==> src/rtl/tdm_mux_pkg.sv <==
// Shared definitions for the 14-channel TDM gatherer: channel count,
// tag width, frame states and the header word constants.
package tdm_mux_pkg;

  localparam int NUM_CH = 14;
  localparam int SEL_W  = 4;

  localparam logic [3:0]       HDR_TAG = 4'hA;
  localparam logic [SEL_W-1:0] HDR_SEL = 4'hF;

  typedef enum logic [1:0] {
    IDLE,
    HDR,
    SCAN,
    DONE
  } state_t;

  // Number of enabled channels in a mask; at most 14, so it fits the tag width.
  function automatic logic [SEL_W-1:0] popcount(input logic [NUM_CH-1:0] m);
    logic [SEL_W-1:0] c;
    c = '0;
    for (int i = 0; i < NUM_CH; i++) begin
      c = c + SEL_W'(m[i]);
    end
    return c;
  endfunction

endpackage

==> src/rtl/next_chan_finder.sv <==
// Combinational priority encoder: finds the next set mask bit strictly
// above idx, or the lowest set bit when none is asserted (no current index).
module next_chan_finder
  import tdm_mux_pkg::*;
(
  input  logic [NUM_CH-1:0] mask,
  input  logic [SEL_W-1:0]  idx,
  input  logic              none,
  output logic [SEL_W-1:0]  nextIdx,
  output logic              found
);

  // Walk from the top down so the lowest qualifying bit is the one that sticks.
  always_comb begin
    nextIdx = '0;
    found   = 1'b0;
    for (int i = NUM_CH - 1; i >= 0; i--) begin
      if (mask[i] && (none || (i > int'(idx)))) begin
        nextIdx = SEL_W'(i);
        found   = 1'b1;
      end
    end
  end

endmodule

==> src/rtl/tdm_mux14to1.sv <==
// 14-to-1 time-division multiplexer. A Start in IDLE snapshots all channel
// inputs and the enable mask, then the enabled channels are streamed in
// ascending order under a valid/ready handshake, each tagged with its index.
// Optional build macro TDM_MUX_HEADER_EN prepends a header word
// {4'hA, channel count} tagged 4'hF to every frame.
module tdm_mux14to1
  import tdm_mux_pkg::*;
#(
  parameter int DATA_W = 8
)(
  input  logic              Clk,
  input  logic              Rst,
  input  logic [DATA_W-1:0] In0,
  input  logic [DATA_W-1:0] In1,
  input  logic [DATA_W-1:0] In2,
  input  logic [DATA_W-1:0] In3,
  input  logic [DATA_W-1:0] In4,
  input  logic [DATA_W-1:0] In5,
  input  logic [DATA_W-1:0] In6,
  input  logic [DATA_W-1:0] In7,
  input  logic [DATA_W-1:0] In8,
  input  logic [DATA_W-1:0] In9,
  input  logic [DATA_W-1:0] In10,
  input  logic [DATA_W-1:0] In11,
  input  logic [DATA_W-1:0] In12,
  input  logic [DATA_W-1:0] In13,
  input  logic [13:0]       ChanMask,
  input  logic              Start,
  output logic [DATA_W-1:0] Out,
  output logic [3:0]        OutSel,
  output logic              OutValid,
  input  logic              OutReady,
  output logic              Busy,
  output logic              FrameDone
);

  logic [DATA_W-1:0] inArr    [NUM_CH];
  logic [DATA_W-1:0] snapData [NUM_CH];
  logic [NUM_CH-1:0] snapMask;
  state_t            state;
  logic [SEL_W-1:0]  idx;
  logic [DATA_W-1:0] outReg;
  logic [SEL_W-1:0]  outSelReg;
  logic              outValidReg;
  logic              frameDoneReg;

  logic [NUM_CH-1:0] findMask;
  logic              findNone;
  logic [SEL_W-1:0]  nextIdx;
  logic              found;

  assign inArr[0]  = In0;
  assign inArr[1]  = In1;
  assign inArr[2]  = In2;
  assign inArr[3]  = In3;
  assign inArr[4]  = In4;
  assign inArr[5]  = In5;
  assign inArr[6]  = In6;
  assign inArr[7]  = In7;
  assign inArr[8]  = In8;
  assign inArr[9]  = In9;
  assign inArr[10] = In10;
  assign inArr[11] = In11;
  assign inArr[12] = In12;
  assign inArr[13] = In13;

  // In IDLE the first channel comes from the live mask, since the snapshot is
  // being loaded on that same edge; afterwards only the snapshot is consulted.
  assign findMask = (state == IDLE) ? ChanMask : snapMask;
  assign findNone = (state != SCAN);

  next_chan_finder u_finder (
    .mask    (findMask),
    .idx     (idx),
    .none    (findNone),
    .nextIdx (nextIdx),
    .found   (found)
  );

  assign Out       = outReg;
  assign OutSel    = outSelReg;
  assign OutValid  = outValidReg;
  assign FrameDone = frameDoneReg;
  assign Busy      = (state != IDLE);

  // Frame FSM; every output word is loaded one edge ahead so outputs stay registered.
  always_ff @(posedge Clk or posedge Rst) begin
    if (Rst) begin
      state        <= IDLE;
      idx          <= '0;
      snapMask     <= '0;
      for (int i = 0; i < NUM_CH; i++) begin
        snapData[i] <= '0;
      end
      outReg       <= '0;
      outSelReg    <= '0;
      outValidReg  <= 1'b0;
      frameDoneReg <= 1'b0;
    end else begin
      frameDoneReg <= 1'b0;
      case (state)
        IDLE: begin
          if (Start) begin
            for (int i = 0; i < NUM_CH; i++) begin
              snapData[i] <= inArr[i];
            end
            snapMask <= ChanMask;
`ifdef TDM_MUX_HEADER_EN
            state       <= HDR;
            outReg      <= DATA_W'({HDR_TAG, popcount(ChanMask)});
            outSelReg   <= HDR_SEL;
            outValidReg <= 1'b1;
`else
            if (found) begin
              state       <= SCAN;
              idx         <= nextIdx;
              outReg      <= inArr[nextIdx];
              outSelReg   <= nextIdx;
              outValidReg <= 1'b1;
            end else begin
              state        <= DONE;
              frameDoneReg <= 1'b1;
            end
`endif
          end
        end
`ifdef TDM_MUX_HEADER_EN
        HDR: begin
          if (OutReady) begin
            if (found) begin
              state     <= SCAN;
              idx       <= nextIdx;
              outReg    <= snapData[nextIdx];
              outSelReg <= nextIdx;
            end else begin
              state        <= DONE;
              outValidReg  <= 1'b0;
              frameDoneReg <= 1'b1;
            end
          end
        end
`endif
        SCAN: begin
          if (OutReady) begin
            if (found) begin
              idx       <= nextIdx;
              outReg    <= snapData[nextIdx];
              outSelReg <= nextIdx;
            end else begin
              state        <= DONE;
              outValidReg  <= 1'b0;
              frameDoneReg <= 1'b1;
            end
          end
        end
        DONE: begin
          state <= IDLE;
        end
        default: begin
          state <= IDLE;
        end
      endcase
    end
  end

endmodule
==> config.mk <==
export PLATFORM = sky130hd
export DESIGN_NAME = tdm_mux14to1
export DESIGN_NICKNAME = d
export VERILOG_FILES = /design/src/rtl/tdm_mux_pkg.sv /design/src/rtl/next_chan_finder.sv /design/src/rtl/tdm_mux14to1.sv
export SDC_FILE = /design/constraint.sdc
export NUM_CORES = 1
export LEC_CHECK = 0
export CORE_AREA = 2 2 169 171
export CTS_CLUSTER_DIAMETER = 150
export DETAILED_ROUTE_END_ITERATION = 10
export DIE_AREA = 0 0 171 173
export PLACE_DENSITY = 0.5
export SLEW_MARGIN = 5
export SYNTH_ARGS = -nofsm -noshare
export SYNTH_HDL_FRONTEND = slang
export SYNTH_SLANG_ARGS = --single-unit
export TNS_END_PERCENT = 100
==> constraint.sdc <==
create_clock -name Clk -period 8.3 [get_ports Clk]
set_input_delay 2.075 -clock Clk [delete_from_list [all_inputs] [get_ports Clk]]
set_output_delay 2.075 -clock Clk [all_outputs]
set_load 0.01 [all_outputs]
==> flow_summary_export.csv <==
group,metric,value,unit
run_status,status,"finished, final reports clean",
yosys,ys.flop_type,"dfrtp_1",
setup_path,ff2ff_setup_slack,3.66,ns
placement,placedInstanceArea,9889,µm²
setup_path,worstPathArrival,5.71,ns
route,drtPass1Iterations,5,
route,route.detailed.drc,0,
sta,fmax,0.1862,GHz
sta,post-route-period-util,64.70,%
clocking,post_cts_resized,0,
route,viasPerCell,4.996,
setup_path,critPathSlowestCell,"nand3_4",
sta,clock_skew,0.01434,ns
placement,place_inst,1188,
yosys,syn_nets,840,
route,vias,6105,
global_route,grt_first_pass_wirelength,38.34,mm
setup_path,r2r.worst_path.cells,11,
global_route,grt_pass1_vias,6570,
floorplan,die_x,171,µm
sta,worst_slack,2.929,ns
cells_and_area,fin_cells,1222,
floorplan,ios,145,
yosys,synth_top_cell_by_area,"dfrtp_1",
yosys,ys_ff_latch,142,
setup_path,end_kind,"flip-flop",
setup_path,r2r_start,"state[0]$_DFFE_PP0P_",
clocking,cts_tree,"done",
clocking,clkTransAtPathRegs,0.07,ns
placement,place_congestion,0.7943,
cells_and_area,nets,959,
setup_path,crit_cells,12,
cells_and_area,final_area,10500,µm²
placement,dp_hpwl,17.37,mm
sta,setup_tns,0,ns
clocking,postCtsSetupBuffers,0,
sta,hold_violations,0,
floorplan,core-area,27630,µm²
setup_path,critPathMaxStageDelay,0.68,ns
placement,pre_cts_ws,2.538,ns
clocking,cts_buffers,17,
sta,worst_pin_slew,1.049,ns
placement,io_buffers,144,
clocking,cts.sinks,142,
global_route,grt_max_degree,81,
floorplan,core.rowCount,61,
yosys,synth_cell_type_count,67,
sta,setup-violations-final,0,
cells_and_area,layout_common_cells,"mux2_2, clkdlybuf4s50_1, dfrtp_1",
setup_path,crit_chain,"clkdlybuf4s50_1 -> or3_1 -> o221ai_1 -> nand3_1 -> o211ai_2 -> nand3_4 -> buf_4 -> mux2i_1 -> mux2_2 -> o22ai_1 -> o22ai_1 -> o221ai_1",
sta,rsz0062_at_grt,"no",
global_route,grtUsageTotal,16.99,%
setup_path,crit_path_start,"ChanMask[9]",
yosys,yosys-top-cells-area,"dfrtp_1, mux2_2, mux2i_1",
cells_and_area,area_growth,27.24,%
yosys,syn-cell-area,8249,µm²
hold_path,hp-class,"reg -> reg",
clocking,worst_skew_pair.late_latency,0.44,ns
setup_path,crit_buf_inv,2,
global_route,grt-ovfl-total,0,
yosys,synth-edff-count,0,
global_route,antenna_found_initial,2,
route,drtIter0Drc,331,
job,cap_violations,0,
sta,maxSlewHeadroom,30.05,%
yosys,synth_area_per_cell,11.62,µm²
cells_and_area,drive_above_1_share,24.58,%
yosys,yosys_warnings,0,
clocking,cts_root_buf,"clkbuf_16",
setup_path,crit_family,"simple AND/OR/NAND/NOR gates",
yosys,synth_top_area_share,43.08,%
clocking,clk_path_buf_depth,2,
route,wirelength,24.61,mm
clocking,hold_buffers,0,
route,postRouteAntennaNets,0,
yosys,netlist_instances,710,
floorplan,start_util,29.86,%
floorplan,dieArea,29580,µm²
setup_path,crit_end,"Out[4]$_DFFE_PP0P_",
yosys,ys_seq_area_share,43.08,%
route,wire_per_inst,20.14,µm
setup_path,crit_required,8.64,ns
clocking,htreeDepth,4,
setup_path,startpoint_type,"input pin",
setup_path,critical_path_peak_fanout,47,
setup_path,worstSetupPathType,"in -> reg",
sta,drv_slew,0,
sta,layout_min_cycle_time,5.371,ns
yosys,async_flop_share,100.0,%
setup_path,rr_endpoint,"Out[4]$_DFFE_PP0P_",
floorplan,die_h,173,µm
[worst min path at each step]
| stage | slack, ns | endpoint | from | cells after the start |
|---|---|---|---|---|
| 2_1_floorplan | 0.47 | snapData[100]$_DFFE_PP0P_ | snapData[100]$_DFFE_PP0P_ | 1 |
| 3_3_place_gp | 0.48 | Out[7]$_DFFE_PP0P_ | Out[7]$_DFFE_PP0P_ | 2 |
| 3_5_place_dp | 0.49 | snapMask[5]$_DFFE_PP0P_ | snapMask[5]$_DFFE_PP0P_ | 1 |
| 4_1_cts | 0.51 | snapData[84]$_DFFE_PP0P_ | snapData[84]$_DFFE_PP0P_ | 1 |
| 5_1_grt | 0.52 | snapData[8]$_DFFE_PP0P_ | snapData[8]$_DFFE_PP0P_ | 1 |
| 6_report | 0.51 | Out[7]$_DFFE_PP0P_ | Out[7]$_DFFE_PP0P_ | 2 |
[sequential cells by signal, indices dropped and copies added (netlist names)]
name	flops
idx	4
Out	8
OutValid	1
snapMask	14
snapData	112
FrameDone	1
state	2
[stage by stage]
step	hold WS [ns]	util, %
5_1_grt	0.5178	37.97
6_report	0.5054	37.99
3_5_place_dp	0.4932	35.79
3_3_place_gp	0.4831	35.79
4_1_cts	0.5092	37.97
2_1_floorplan	0.4750	-
[Yosys cell counts, drive strengths merged, types with 8 or more instances]
library cell	count
mux2	145
dfrtp	142
mux2i	112
nand2	48
buf	35
o21ai	35
nor2	24
a21oi	17
clkbuf	15
o22ai	13
nand3	12
o211ai	10
a22oi	9
nor3	8
o221ai	8
[final cells by class]
type,count,area [µm²]
multi-input cells,512,4349
clock inverters,14,172.7
fillers,2789,17130
clock buffers,18,429.2
inverters,6,27.53
well taps,378,473.0
repair buffers,150,1486
diodes,2,5.005
flip-flops and latches,142,3553
[logic make-up after synthesis]
kind of cell / share of synthesized area, %
AOI/OAI and AO/OA: 11.03
DFF: 43.08
muxes: 33.38
buffers and inverters: 4.399
and+or+nand+nor: 8.115
[layer usage]
layer,vias to the layer above,routed length [µm],track usage (%)
met5,-,0,0
met4,0,330,4.308
met3,20,1110,3.799
met2,144,12120,28.13
met1,3043,11050,22.38
li1,2898,-,-
[tightest hold or removal path, stage by stage (launching register included)]
cell      delay (ns)
dfrtp_1         0.34
nand2_1         0.06
o211ai_2        0.06
Power is not shown: default switching activity piles up to over one toggle a cycle in this logic, so the estimate is an artifact.
